===== src/rtl/led_fade_pwm.sv =====
// LED fade stage: ramps a brightness level toward a ceiling while led_in is high
// and back to zero when it is low, driving the LED pin with a glitch-free PWM.
module led_fade_pwm #(
  parameter logic [31:0] STEP_CLKS = 32'd50000,
  parameter logic [7:0]  PWM_MAX   = 8'd255
) (
  input  logic       sys_clk,
  input  logic       sys_rst_n,
  input  logic       led_in,
  input  logic [7:0] max_level,
  output logic       led_pwm,
  output logic [7:0] level,
  output logic       busy
);

  typedef enum logic [1:0] {OFF, RAMP_UP, ON, RAMP_DOWN} state_t;

  state_t      state, state_next;
  logic        led_in_q;
  logic [7:0]  target;
  logic [7:0]  level_next;
  logic [7:0]  pwm_cnt;
  logic [7:0]  duty;
  logic [31:0] step_timer;
  logic        step_tick;
  logic        pwm_wrap;
  logic        busy_next;

  always_comb begin
    target    = led_in_q ? max_level : '0;
    step_tick = (step_timer == STEP_CLKS - 32'd1);
    pwm_wrap  = (pwm_cnt == PWM_MAX - 8'd1);
  end

  always_ff @(posedge sys_clk or negedge sys_rst_n) begin
    if (!sys_rst_n) begin
      state <= OFF;
      level <= '0;
      busy  <= 1'b0;
    end else begin
      state <= state_next;
      level <= level_next;
      busy  <= busy_next;
    end
  end

  // A direction change takes priority over a pending step; steps compare in
  // 9 bits so the ramp clamps at the target without wrapping past 0 or 255.
  always_comb begin
    state_next = state;
    level_next = level;
    case (state)
      OFF: begin
        level_next = '0;
        if (target != '0) state_next = RAMP_UP;
      end
      RAMP_UP: begin
        if (target < level) begin
          state_next = RAMP_DOWN;
        end else if (step_tick) begin
          if ({1'b0, level} + 9'd1 >= {1'b0, target}) begin
            level_next = target;
            state_next = ON;
          end else begin
            level_next = level + 8'd1;
          end
        end
      end
      ON: begin
        if (target > level)      state_next = RAMP_UP;
        else if (target < level) state_next = RAMP_DOWN;
      end
      RAMP_DOWN: begin
        if (target > level) begin
          state_next = RAMP_UP;
        end else if (step_tick) begin
          if ({1'b0, level} <= {1'b0, target} + 9'd1) begin
            level_next = target;
            state_next = (target == '0) ? OFF : ON;
          end else begin
            level_next = level - 8'd1;
          end
        end
      end
      default: state_next = OFF;
    endcase
  end

  always_comb begin
    busy_next = (state_next == RAMP_UP) || (state_next == RAMP_DOWN);
  end

  always_ff @(posedge sys_clk or negedge sys_rst_n) begin
    if (!sys_rst_n) begin
      led_in_q <= 1'b0;
    end else begin
      led_in_q <= led_in;
    end
  end

  // Timer restarts on every state change so a ramp's first step is a full period away.
  always_ff @(posedge sys_clk or negedge sys_rst_n) begin
    if (!sys_rst_n) begin
      step_timer <= '0;
    end else if (state_next != state || step_tick) begin
      step_timer <= '0;
    end else begin
      step_timer <= step_timer + 32'd1;
    end
  end

  always_ff @(posedge sys_clk or negedge sys_rst_n) begin
    if (!sys_rst_n) begin
      pwm_cnt <= '0;
      duty    <= '0;
      led_pwm <= 1'b0;
    end else begin
      pwm_cnt <= pwm_wrap ? '0 : pwm_cnt + 8'd1;
      if (pwm_wrap) duty <= level;
      led_pwm <= (pwm_cnt < duty);
    end
  end

endmodule


===== config.mk =====
export PLATFORM = sky130hd
export DESIGN_NAME = led_fade_pwm
export DESIGN_NICKNAME = d
export VERILOG_FILES = /design/src/rtl/led_fade_pwm.sv
export SDC_FILE = /design/constraint.sdc
export NUM_CORES = 1
export LEC_CHECK = 0
export BUFFER_PORTS_ARGS = -buffer_cell sky130_fd_sc_hd__buf_2
export CAP_MARGIN = 30
export CORE_MARGIN = 2
export CORE_UTILIZATION = 45
export DETAILED_ROUTE_END_ITERATION = 12
export PLACE_DENSITY = 0.66
export SLEW_MARGIN = 20
export SYNTH_ARGS = -nofsm -noshare
export SYNTH_HDL_FRONTEND = slang
export SYNTH_SLANG_ARGS = --single-unit

===== constraint.sdc =====
create_clock -name sys_clk -period 3.78 [get_ports sys_clk]
set_input_delay 0.567 -clock sys_clk [delete_from_list [all_inputs] [get_ports sys_clk]]
set_output_delay 0.567 -clock sys_clk [all_outputs]
set_load 0.02 [all_outputs]

==> flow_summary.toml <==
[detailed_routing]
vias_per_cell = 5.57
ant_nets = 0
via_count = 3540
remaining_drc_errors = 0
wl_per_cell_um = 15.2
drt-total-wl_um = 9660
dr.pass1.iters = 4
first_iter_violations = 147

[sta]
setup_viol = 0
drv_slew = 0
worst_clock_skew_ns = 0.0147
slew_headroom = 0.549
setup_ws_ns = 0.284
hold_violations = 0
fin_crit_ns = 3.50
tightest_slew_ns = 0.669
timing.final.crit_share = 0.925
max_freq_ghz = 0.286

[placement]
pre_cts_ws_ns = 0.0731
hpwl_um = 7160
place_area_mm2 = 0.00452
placed_cells = 619
gp_congestion = 0.879
io_buffers = 20

[yosys]
synth_area_leaders = "dfrtp_1, ha_1, xnor2_1, xor2_1, nand2_1"
yosysMostFrequentCell = "dfrtp_1"
ys.flop_type = "dfrtp_1"
synth_top_area_share = 0.355
async_flop_share = 1.00
synth_edf_count = 0
syn_area_per_cell_um2 = 9.01
synth_area_mm2 = 0.00431
ys_seq_elements = 61
synth.largest_area_cell = "dfrtp_1"
yosys_warnings = 0
synthCells = 478
ys_seq_area_frac = 0.355
synthTopCellsByCount = "dfrtp_1, nand2_1, nor2_1"
synth_cell_types = 60
syn-num-nets = 527

[min_path]
hp-class = "in -> async"

[setup_path]
worst_ep_required_time_ns = 4.00
cp-startpoint = "led_in_q$_DFF_PN0_"
crit_fanout = 8
start_kind = "flip-flop"
slowest_delay_ns = 0.45
cp-end-kind = "flip-flop"
r2r_slack_ns = 0.28
r2r-start = "led_in_q$_DFF_PN0_"
r2r_cells = 14
cp_slowest_cell = "dfrtp_1"
timing.critical_path.cells = "and2_1 > nand2_1 > nor3_1 > nand3_1 > xnor2_1 > nand2_1 > ha_1 > and3_1 > or3b_1 > o211ai_1 > or2_4 > o21ai_0 > o22ai_1 > mux2_2"
arrival_ns = 3.71
critPathKind = "reg -> reg"
crit_top_cell = "nand2_1"

[final_layout]
num-nets-final = 550
layout-drive-gt1-share = 0.138
diodes = 0
area_growth_pct = 10.1
fill_cells = 867
finalInstanceArea_mm2 = 0.00474
final_cells = 635
fin_util = 0.513

[clock_network]
clock_latency_ns = 0.34
clockBufferDepth = 2
cts_max_level = 3
cts_tree = "yes"
clk_pin_slew_ns = 0.08
cts_root_buf = "clkbuf_8"
cts.sinks = 61
postCtsSetupBuffers = 0
numCtsBuffers = 9

[global_routing]
overflow = 0
grt_pass1_vias = 3504
gr-usage-all-layers = 0.202
grt_antenna_before_repair = 0
grt_pass1_wl_um = 16700
grt_max_degree = 33

[floorplan]
die_w_um = 102
start_util = 0.466
dieArea_mm2 = 0.0104
fp.dieH_um = 102
placementRows = 35
core-area_mm2 = 0.00924
pin_count = 21

[flow_run]
drv_cap = 0

[power_and_ir_drop]
peakVddDrop_mv = 0.208
p_leak_nw = 2.14
pwr_density_cell_mw_per_mm2 = 434
power_w = 0.00206

[run_status]
status = "finished, final reports clean"
-- stage by stage --
step / hold WS [ns] / TNS (ns)
after detailed placement: 0.481 / 0
after floorplan: 0.271 / 0
after CTS: 0.177 / 0
final: 0.172 / 0
after global placement: 0.473 / 0
after global routing: 0.191 / -0.00888
-- area by class of cell --
type / count / area [µm²] / area share
tap: 129 / 161 / 0.0340
clock inverter: 6 / 95.1 / 0.0201
timing repair buffer: 27 / 165 / 0.0348
sequential: 61 / 1530 / 0.322
multi-input combinational: 368 / 2540 / 0.535
inverter: 34 / 128 / 0.0269
clock buffer: 10 / 128 / 0.0269
-- report_power, final --
part           internal [W]  switching [W]
sequential         0.000682      0.0000753
combinational      0.000234       0.000407
clock              0.000377       0.000280
-- sequential cells by signal, indices dropped and copies added (netlist names) --
name / flops
busy: 1
duty: 8
led_in_q: 1
led_pwm: 1
level: 8
pwm_cnt: 8
state: 2
step_timer: 32
-- logic make-up after synthesis --
logic type                 synth area share
AOI/OAI and AO/OA                     0.120
xor gates and xnor gates              0.106
adders and majority gates             0.110
buffers and inverters                0.0567
DFF                                   0.355
muxes                                0.0294
and+or+nand+nor                       0.223
-- critical path, delay by kind of cell (launching register included) --
family / cells / cell delay (ns)
simple gates: 8 / 1.62
mux: 1 / 0.28
xor+xnor: 1 / 0.18
compound gates: 3 / 0.54
flops: 1 / 0.45
fa+ha+maj: 1 / 0.30
-- routing by layer --
metal	track usage	vias to the layer above	part of all wire
met4	0.0687	0	0.018
li1	-	1719	-
met2	0.336	81	0.48
met3	0.0335	18	0.042
met5	0	-	0
met1	0.268	1722	0.46
-- worst paths after layout --
path / end
max in group asynchronous: step_timer[8]$_DFF_PN0_
min in group sys_clk: led_in_q$_DFF_PN0_
min: step_timer[2]$_DFF_PN0_
max reg2reg: level[4]$_DFFE_PN0P_
max: level[4]$_DFFE_PN0P_
min reg2reg: pwm_cnt[0]$_DFF_PN0_
-- layout by cell type, fill, tap and decap left out, types with 11 or more instances in the layout --
cell type  instances
xnor2_1           30
inv_1             34
nand2_1           47
nand3_1           24
xor2_1            22
and3_1            11
nand4_1           12
nor2_1            47
ha_1              38
dfrtp_1           61
o21ai_0           24
nor3_1            15
buf_2             20
-- repair_timing --
item | 4_1_cts | 5_1_grt
gates resized for setup | 0 | 1
hold buffers | 0 | 0
hold endpoints to repair | 0 | 0
endpoints found under the setup margin | 0 | 3
No activity file was read; power rests on OpenSTA's default activity.
